$ cat src/rtl/spart_rx_fifo_pkg.sv
// Shared SPART definitions: RX deframer state encodings and baud divisor constants.
// The RX FSM uses RX_PARITY only when SPART_RX_PARITY_EN is defined.
package spart_rx_fifo_pkg;

  typedef enum logic [2:0] {
    RX_IDLE   = 3'd0,
    RX_START  = 3'd1,
    RX_DATA   = 3'd2,
    RX_PARITY = 3'd3,
    RX_STOP   = 3'd4
  } rx_state_e;

  localparam int DEF_OVERSAMPLE = 16;
  localparam int SYS_CLK_HZ     = 50_000_000;

  // Rounded clk cycles per baud_en strobe; the baud generator and tx use the same table.
  function automatic int baud_div(input int clk_hz, input int baud, input int os);
    return (clk_hz + (baud * os) / 2) / (baud * os);
  endfunction

  localparam int BAUD_DIV_9600   = baud_div(SYS_CLK_HZ, 9600,   DEF_OVERSAMPLE);
  localparam int BAUD_DIV_19200  = baud_div(SYS_CLK_HZ, 19200,  DEF_OVERSAMPLE);
  localparam int BAUD_DIV_38400  = baud_div(SYS_CLK_HZ, 38400,  DEF_OVERSAMPLE);
  localparam int BAUD_DIV_115200 = baud_div(SYS_CLK_HZ, 115200, DEF_OVERSAMPLE);

endpackage

$ cat src/rtl/spart_rx_fifo_if.sv
// Bus-side view of the SPART receiver: pop/clear controls, FIFO head, status flags.
// SPART_RX_PARITY_EN adds parity_odd / parity_err.
interface spart_rx_fifo_if #(
  parameter int DATA_BITS  = 8,
  parameter int FIFO_DEPTH = 8
);
  localparam int CW = $clog2(FIFO_DEPTH) + 1;

  logic                 rd_rx;
  logic                 clr_err;
  logic [DATA_BITS-1:0] rx_data;
  logic                 rda;
  logic [CW-1:0]        rx_count;
  logic                 frame_err;
  logic                 overrun;
`ifdef SPART_RX_PARITY_EN
  logic                 parity_odd;
  logic                 parity_err;

  modport master (output rd_rx, clr_err, parity_odd,
                  input  rx_data, rda, rx_count, frame_err, overrun, parity_err);
  modport slave  (input  rd_rx, clr_err, parity_odd,
                  output rx_data, rda, rx_count, frame_err, overrun, parity_err);
`else
  modport master (output rd_rx, clr_err,
                  input  rx_data, rda, rx_count, frame_err, overrun);
  modport slave  (input  rd_rx, clr_err,
                  output rx_data, rda, rx_count, frame_err, overrun);
`endif

endinterface

$ cat src/rtl/spart_rx_fifo_fifo.sv
// Show-ahead synchronous FIFO: head is visible combinationally, zero when empty.
// A push into a full FIFO only lands if a pop retires the head in the same cycle.
module spart_sync_fifo #(
  parameter int WIDTH = 8,
  parameter int DEPTH = 8
) (
  input  logic                     clk,
  input  logic                     rst,
  input  logic                     push,
  input  logic [WIDTH-1:0]         wdata,
  input  logic                     pop,
  output logic [WIDTH-1:0]         rdata,
  output logic [$clog2(DEPTH):0]   count,
  output logic                     empty,
  output logic                     drop
);
  localparam int AW = $clog2(DEPTH);
  localparam int CW = AW + 1;

  logic [WIDTH-1:0] mem [DEPTH];
  logic [AW-1:0]    wr_ptr, rd_ptr;
  logic             full, pop_ok, push_ok;

  assign empty   = (count == '0);
  assign full    = (count == CW'(DEPTH));
  assign pop_ok  = pop && !empty;
  assign push_ok = push && (!full || pop_ok);
  assign drop    = push && !push_ok;
  assign rdata   = empty ? '0 : mem[rd_ptr];

  always_ff @(posedge clk) begin
    if (push_ok) mem[wr_ptr] <= wdata;
  end

  always_ff @(posedge clk) begin
    if (rst) begin
      wr_ptr <= '0;
      rd_ptr <= '0;
      count  <= '0;
    end else begin
      if (push_ok) wr_ptr <= wr_ptr + 1'b1;
      if (pop_ok)  rd_ptr <= rd_ptr + 1'b1;
      unique case ({push_ok, pop_ok})
        2'b10:   count <= count + 1'b1;
        2'b01:   count <= count - 1'b1;
        default: count <= count;
      endcase
    end
  end

endmodule

$ cat src/rtl/spart_rx_fifo.sv
// SPART receiver: 2-FF synchronised, oversampled deframer feeding a show-ahead RX FIFO.
// Define SPART_RX_PARITY_EN to add a parity bit between data and stop.
module spart_rx_fifo
  import spart_rx_fifo_pkg::*;
#(
  parameter int DATA_BITS  = 8,
  parameter int OVERSAMPLE = DEF_OVERSAMPLE,
  parameter int FIFO_DEPTH = 8
) (
  input  logic           clk,
  input  logic           rst,
  input  logic           baud_en,
  input  logic           rxd,
  spart_rx_fifo_if.slave bus
);
  localparam int TW = $clog2(OVERSAMPLE);
  localparam int BW = $clog2(DATA_BITS);
  localparam logic [TW-1:0] HALF_T = TW'(OVERSAMPLE/2 - 1);
  localparam logic [TW-1:0] FULL_T = TW'(OVERSAMPLE - 1);
  localparam logic [BW-1:0] LAST_B = BW'(DATA_BITS - 1);

  rx_state_e            state;
  logic                 rxd_s1, rxd_s2;
  logic                 armed;
  logic [TW-1:0]        tick;
  logic [BW-1:0]        bitcnt;
  logic [DATA_BITS-1:0] shreg;
  logic                 push_q;
  logic                 fifo_drop;
  logic                 fifo_empty;

  always_ff @(posedge clk) begin
    if (rst) begin
      rxd_s1 <= 1'b1;
      rxd_s2 <= 1'b1;
    end else begin
      rxd_s1 <= rxd;
      rxd_s2 <= rxd_s1;
    end
  end

  // shreg holds the completed byte as the FIFO write data; it is not disturbed
  // until the next frame's first data sample, long after push_q has fired.
  always_ff @(posedge clk) begin
    if (rst) begin
      state     <= RX_IDLE;
      armed     <= 1'b0;
      tick      <= '0;
      bitcnt    <= '0;
      shreg     <= '0;
      push_q    <= 1'b0;
      bus.frame_err <= 1'b0;
`ifdef SPART_RX_PARITY_EN
      bus.parity_err <= 1'b0;
`endif
    end else begin
      push_q <= 1'b0;
      if (bus.clr_err) begin
        bus.frame_err <= 1'b0;
`ifdef SPART_RX_PARITY_EN
        bus.parity_err <= 1'b0;
`endif
      end
      if (baud_en) begin
        unique case (state)
          RX_IDLE: begin
            // A start edge counts only after the line has been seen idle.
            if (!armed) armed <= rxd_s2;
            else if (!rxd_s2) begin
              state <= RX_START;
              tick  <= '0;
              armed <= 1'b0;
            end
          end
          RX_START: begin
            if (tick == HALF_T) begin
              tick   <= '0;
              bitcnt <= '0;
              state  <= rxd_s2 ? RX_IDLE : RX_DATA;
            end else tick <= tick + 1'b1;
          end
          RX_DATA: begin
            if (tick == FULL_T) begin
              tick   <= '0;
              shreg  <= {rxd_s2, shreg[DATA_BITS-1:1]};
              bitcnt <= bitcnt + 1'b1;
`ifdef SPART_RX_PARITY_EN
              if (bitcnt == LAST_B) state <= RX_PARITY;
`else
              if (bitcnt == LAST_B) state <= RX_STOP;
`endif
            end else tick <= tick + 1'b1;
          end
`ifdef SPART_RX_PARITY_EN
          RX_PARITY: begin
            if (tick == FULL_T) begin
              tick  <= '0;
              state <= RX_STOP;
              if (((^shreg) ^ rxd_s2) != bus.parity_odd) bus.parity_err <= 1'b1;
            end else tick <= tick + 1'b1;
          end
`endif
          RX_STOP: begin
            if (tick == FULL_T) begin
              tick  <= '0;
              state <= RX_IDLE;
              if (rxd_s2) push_q <= 1'b1;
              else        bus.frame_err <= 1'b1;
            end else tick <= tick + 1'b1;
          end
          default: state <= RX_IDLE;
        endcase
      end
    end
  end

  always_ff @(posedge clk) begin
    if (rst) bus.overrun <= 1'b0;
    else     bus.overrun <= (bus.overrun && !bus.clr_err) || fifo_drop;
  end

  spart_sync_fifo #(
    .WIDTH (DATA_BITS),
    .DEPTH (FIFO_DEPTH)
  ) u_fifo (
    .clk   (clk),
    .rst   (rst),
    .push  (push_q),
    .wdata (shreg),
    .pop   (bus.rd_rx),
    .rdata (bus.rx_data),
    .count (bus.rx_count),
    .empty (fifo_empty),
    .drop  (fifo_drop)
  );

  assign bus.rda = !fifo_empty;

endmodule
$ cat src/flat_wrapper.sv
// flat-port wrapper written by rule: the top's interface ports become plain ports
module spart_rx_fifo_flat import spart_rx_fifo_pkg::*;
#(
  parameter int DATA_BITS  = 8,
  parameter int OVERSAMPLE = DEF_OVERSAMPLE,
  parameter int FIFO_DEPTH = 8
)
  (clk, rst, baud_en, rxd, bus_rd_rx, bus_clr_err, bus_rx_data, bus_rda, bus_rx_count, bus_frame_err, bus_overrun);
  spart_rx_fifo_if #(.DATA_BITS(DATA_BITS), .FIFO_DEPTH(FIFO_DEPTH)) bus_i ();
  input  logic clk;
  input  logic rst;
  input  logic baud_en;
  input  logic rxd;
  input wire logic [$bits(bus_i.rd_rx)-1:0] bus_rd_rx;
  input wire logic [$bits(bus_i.clr_err)-1:0] bus_clr_err;
  output wire logic [$bits(bus_i.rx_data)-1:0] bus_rx_data;
  output wire logic [$bits(bus_i.rda)-1:0] bus_rda;
  output wire logic [$bits(bus_i.rx_count)-1:0] bus_rx_count;
  output wire logic [$bits(bus_i.frame_err)-1:0] bus_frame_err;
  output wire logic [$bits(bus_i.overrun)-1:0] bus_overrun;
  assign bus_i.rd_rx = bus_rd_rx;
  assign bus_i.clr_err = bus_clr_err;
  assign bus_rx_data = bus_i.rx_data;
  assign bus_rda = bus_i.rda;
  assign bus_rx_count = bus_i.rx_count;
  assign bus_frame_err = bus_i.frame_err;
  assign bus_overrun = bus_i.overrun;
  spart_rx_fifo #(.DATA_BITS(DATA_BITS), .OVERSAMPLE(OVERSAMPLE), .FIFO_DEPTH(FIFO_DEPTH)) u_core (.clk(clk), .rst(rst), .baud_en(baud_en), .rxd(rxd), .bus(bus_i));
endmodule
$ cat config.mk
export PLATFORM = sky130hd
export DESIGN_NAME = spart_rx_fifo_flat
export DESIGN_NICKNAME = d
export VERILOG_FILES = /design/src/rtl/spart_rx_fifo_pkg.sv /design/src/rtl/spart_rx_fifo_if.sv /design/src/rtl/spart_rx_fifo_fifo.sv /design/src/rtl/spart_rx_fifo.sv /design/src/flat_wrapper.sv
export SDC_FILE = /design/constraint.sdc
export NUM_CORES = 1
export LEC_CHECK = 0
export ABC_CLOCK_PERIOD_IN_PS = 4350
export CAP_MARGIN = 0
export CORE_ASPECT_RATIO = 0.75
export CORE_MARGIN = 3
export CORE_UTILIZATION = 45
export DETAILED_ROUTE_END_ITERATION = 8
export GPL_ROUTABILITY_DRIVEN = 0
export MAX_ROUTING_LAYER = met4
export PLACE_DENSITY = 0.61
export SETUP_SLACK_MARGIN = 0.1
export SKIP_LAST_GASP = 1
export SLEW_MARGIN = 0
export SYNTH_ARGS = -nofsm -noshare
export SYNTH_HDL_FRONTEND = slang
export SYNTH_SLANG_ARGS = --single-unit
export TNS_END_PERCENT = 20
$ cat constraint.sdc
create_clock -name clk -period 4.35 [get_ports clk]
set_clock_uncertainty 0.2 [all_clocks]
set_input_delay 0.435 -clock clk [delete_from_list [all_inputs] [get_ports clk]]
set_output_delay 0.435 -clock clk [all_outputs]
set_load 0.005 [all_outputs]
==> results.json <==
{
  "p_clk_share_pct": 35.5,
  "nets": 342,
  "hold_path_startpoint": "u_core.rxd_s1",
  "antenna_found_initial": 0,
  "syn_inst": 307,
  "synth-warning-count": 0,
  "critPathLaunchType": "flip-flop",
  "cts_made_buffers": 9,
  "layout-drive-gt1-share_pct": 14.4,
  "pwr-share-comb_pct": 16.0,
  "syn_avg_cell_area_um2": 14.0,
  "n_fill_cell": 754,
  "yosysMostFrequentCell": "edfxtp_1",
  "grt-ovfl-total": 0,
  "wl_per_cell_um": 16.4,
  "synth_nets": 321,
  "synth.area.top_cells": "edfxtp_1 45%, dfxtp_1 17%, mux4_2 8.4%, mux2i_1 5.4%, nor2_1 3.8%",
  "critPathMaxStageDelay_ns": 0.82,
  "dp_hpwl_um": 5050,
  "slew-limit-headroom_pct": 40.6,
  "clk_pin_slew_ns": 0.07,
  "setup_tns_ns": 0,
  "synth.distinct_cells": 52,
  "drc": 0,
  "first_pass_iters": 5,
  "vias": 2465,
  "p_per_area_mw_per_mm2": 445,
  "async_flop_share_pct": 0,
  "grt_use_total_pct": 15.6,
  "min_path_type": "reg2reg",
  "finalSetupViolCount": 0,
  "multiInputGateArea_mm2": 0.00154,
  "crit_type": "reg2out",
  "cts_sinks": 101,
  "dieHeight_um": 90.6,
  "synth_edf_count": 64,
  "ys_ff_latch": 101,
  "fp-row-count": 30,
  "tritoncts": "built",
  "ctsResizeCount": 0,
  "cap_violations": 0,
  "die_w_um": 119,
  "status": "completed",
  "core_area_mm2": 0.00916,
  "cts_root_buf": "clkbuf_16",
  "required_ns": 3.71,
  "grt_max_degree": 28,
  "vdd_ir_drop_max_uv": 227,
  "netlist.top_cell.by_area": "edfxtp_1",
  "switching_share_pct": 25.6,
  "syn-cell-area_mm2": 0.00430,
  "grt_pass1_vias": 2310,
  "drtIter0Drc": 166,
  "fin_cells": 461,
  "routed_wirelength_um": 7570,
  "p_leak_uw": 0.00175,
  "slowest_stage": "dfxtp_1",
  "regArea_mm2": 0.00266,
  "io_buffers": 20,
  "postCtsSetupBuffers": 0,
  "synth_flop_cell": "edfxtp_1",
  "seq_power_share_pct": 48.5,
  "seq_area_frac_synth_pct": 61.9,
  "htreeDepth": 3,
  "critPathMaxFanout": 16,
  "vias_per_cell": 5.35,
  "diodes": 0,
  "hold_viol": 0,
  "reg2reg_from": "u_core.u_fifo.count[0]",
  "cp_data_arrival_time_ns": 2.27,
  "io_pins": 21,
  "finalCriticalPeriod_ns": 2.90,
  "synth_commonest_cells": "64 x edfxtp_1, 44 x nor2_1, 37 x dfxtp_1",
  "internal_power_uw": 1630,
  "p_switching_uw": 559,
  "dp.cells": 445,
  "tightest_slew_ns": 0.888,
  "cts_hold_buf": 0,
  "grt_pass1_wl_um": 12400,
  "syn_to_final_growth_pct": 14.3,
  "netlist.area_leader.share_pct": 44.7,
  "critPathCaptureType": "output pin",
  "ant_nets": 0,
  "final_max_slew_viol_count": 0,
  "dieArea_mm2": 0.0108,
  "final.period_utilization_pct": 66.7,
  "start_util_pct": 46.9,
  "fmax_ghz": 0.344,
  "clock_latency_ns": 0.34,
  "crit_chain": "mux4_2 > mux2i_1 > nor2_1 > clkdlybuf4s50_1",
  "clock_path_buffers": 2,
  "rsz0062_at_grt": "no"
}
[layout make-up]
class	instances	area share, %
flip-flops and latches	101	54.2
inverters	7	0.586
well taps	128	3.26
multi-input cells	185	31.3
clock inverters	6	1.30
clock buffers	10	4.66
repair buffers	24	4.68
[cell families (layout without fill, tap and decap cells)]
logic type	count (synthesis)	count (layout)	share of synthesized area, %
buf+inv	21	47	2.24
fa+ha+maj	8	8	2.50
simple gates	99	99	11.8
compound gates	31	31	5.70
xor+xnor	5	5	1.02
mux	42	42	14.8
flops	101	101	61.9
[layout by cell type, fill, tap and decap left out, types with 2 or more instances in the layout]
master           netlist  final
edfxtp_1              64     64
or3_1                  2      2
a31oi_1                2      2
nand2b_1               7      7
clkinv_4               0      2
xor2_1                 4      4
nand4b_1               3      3
a22oi_1                2      2
nand4_1                2      2
clkdlybuf4s50_1        0     20
dfxtp_1               37     37
nand2_1               11     11
or2_2                  5      5
nand3b_1               5      5
ha_1                   7      7
inv_1                  6      6
nor3_1                 4      4
mux4_2                16     16
clkbuf_16              0      9
a211o_1                2      2
o21ai_1                2      2
nand3_1                7      7
a21oi_1                8      8
mux2i_1               23     23
buf_4                  0      4
nor2_1                44     44
o211ai_1               2      2
nor2b_1                2      2
mux2_4                 3      3
[metal layers]
layer	wire [um]	vias to the layer above	GRT usage (%)
met2	3340	58	20.9
li1	-	1193	-
met3	523	7	5.70
met4	75	0	5.21
met1	3630	1207	21.9
met5	0	-	-
[registers in the layout, indices dropped and copies added, names as in the netlist, named ones only]
signal,flops
u_core.u_fifo.mem,64
u_core.shreg,8
u_core.tick,4
u_core.u_fifo.count,4
u_core.bitcnt,3
u_core.state,3
u_core.u_fifo.rd_ptr,3
u_core.u_fifo.wr_ptr,3
u_core.armed,1
u_core.bus.frame_err,1
u_core.bus.overrun,1
u_core.push_q,1
u_core.rxd_s1,1
u_core.rxd_s2,1
[critical path, delay by kind of cell (launching register included)]
kind | cells | cell delay [ns]
simple gates | 1 | 0.05
flops | 1 | 0.82
buf+inv | 1 | 0.44
mux | 2 | 0.60
[final timing paths]
check / end / slack, ns / cells past startpoint
max: bus_rx_data[2] / 1.45 / 4
min: u_core.rxd_s2 / 0.21 / 1
max reg2reg: u_core.u_fifo.mem[4][6] / 1.87 / 4
min reg2reg: u_core.rxd_s2 / 0.21 / 1
[stage by stage]
stage | power [uW] | util [%] | cell area [um2] | setup slack [ns] | hold WS (ns)
2_1_floorplan | 1350 | - | 4300 | 2.03 | 0.189
3_3_place_gp | 1440 | 50.5 | 4620 | 1.38 | 0.198
3_5_place_dp | 1440 | 50.5 | 4620 | 1.35 | 0.201
4_1_cts | 2220 | 53.7 | 4910 | 1.37 | 0.216
5_1_grt | 2290 | 53.7 | 4910 | 1.23 | 0.224
6_report | 2190 | 53.7 | 4910 | 1.45 | 0.212
[power groups by stage]
stage	clock [uW]	sequential, uW	combinational, uW
after floorplan	0	1070	278
after global placement	0	1080	354
after detailed placement	0	1080	359
after CTS	796	1060	358
after global routing	839	1060	386
final	776	1060	350
No activity file was read; power rests on OpenSTA's default activity.
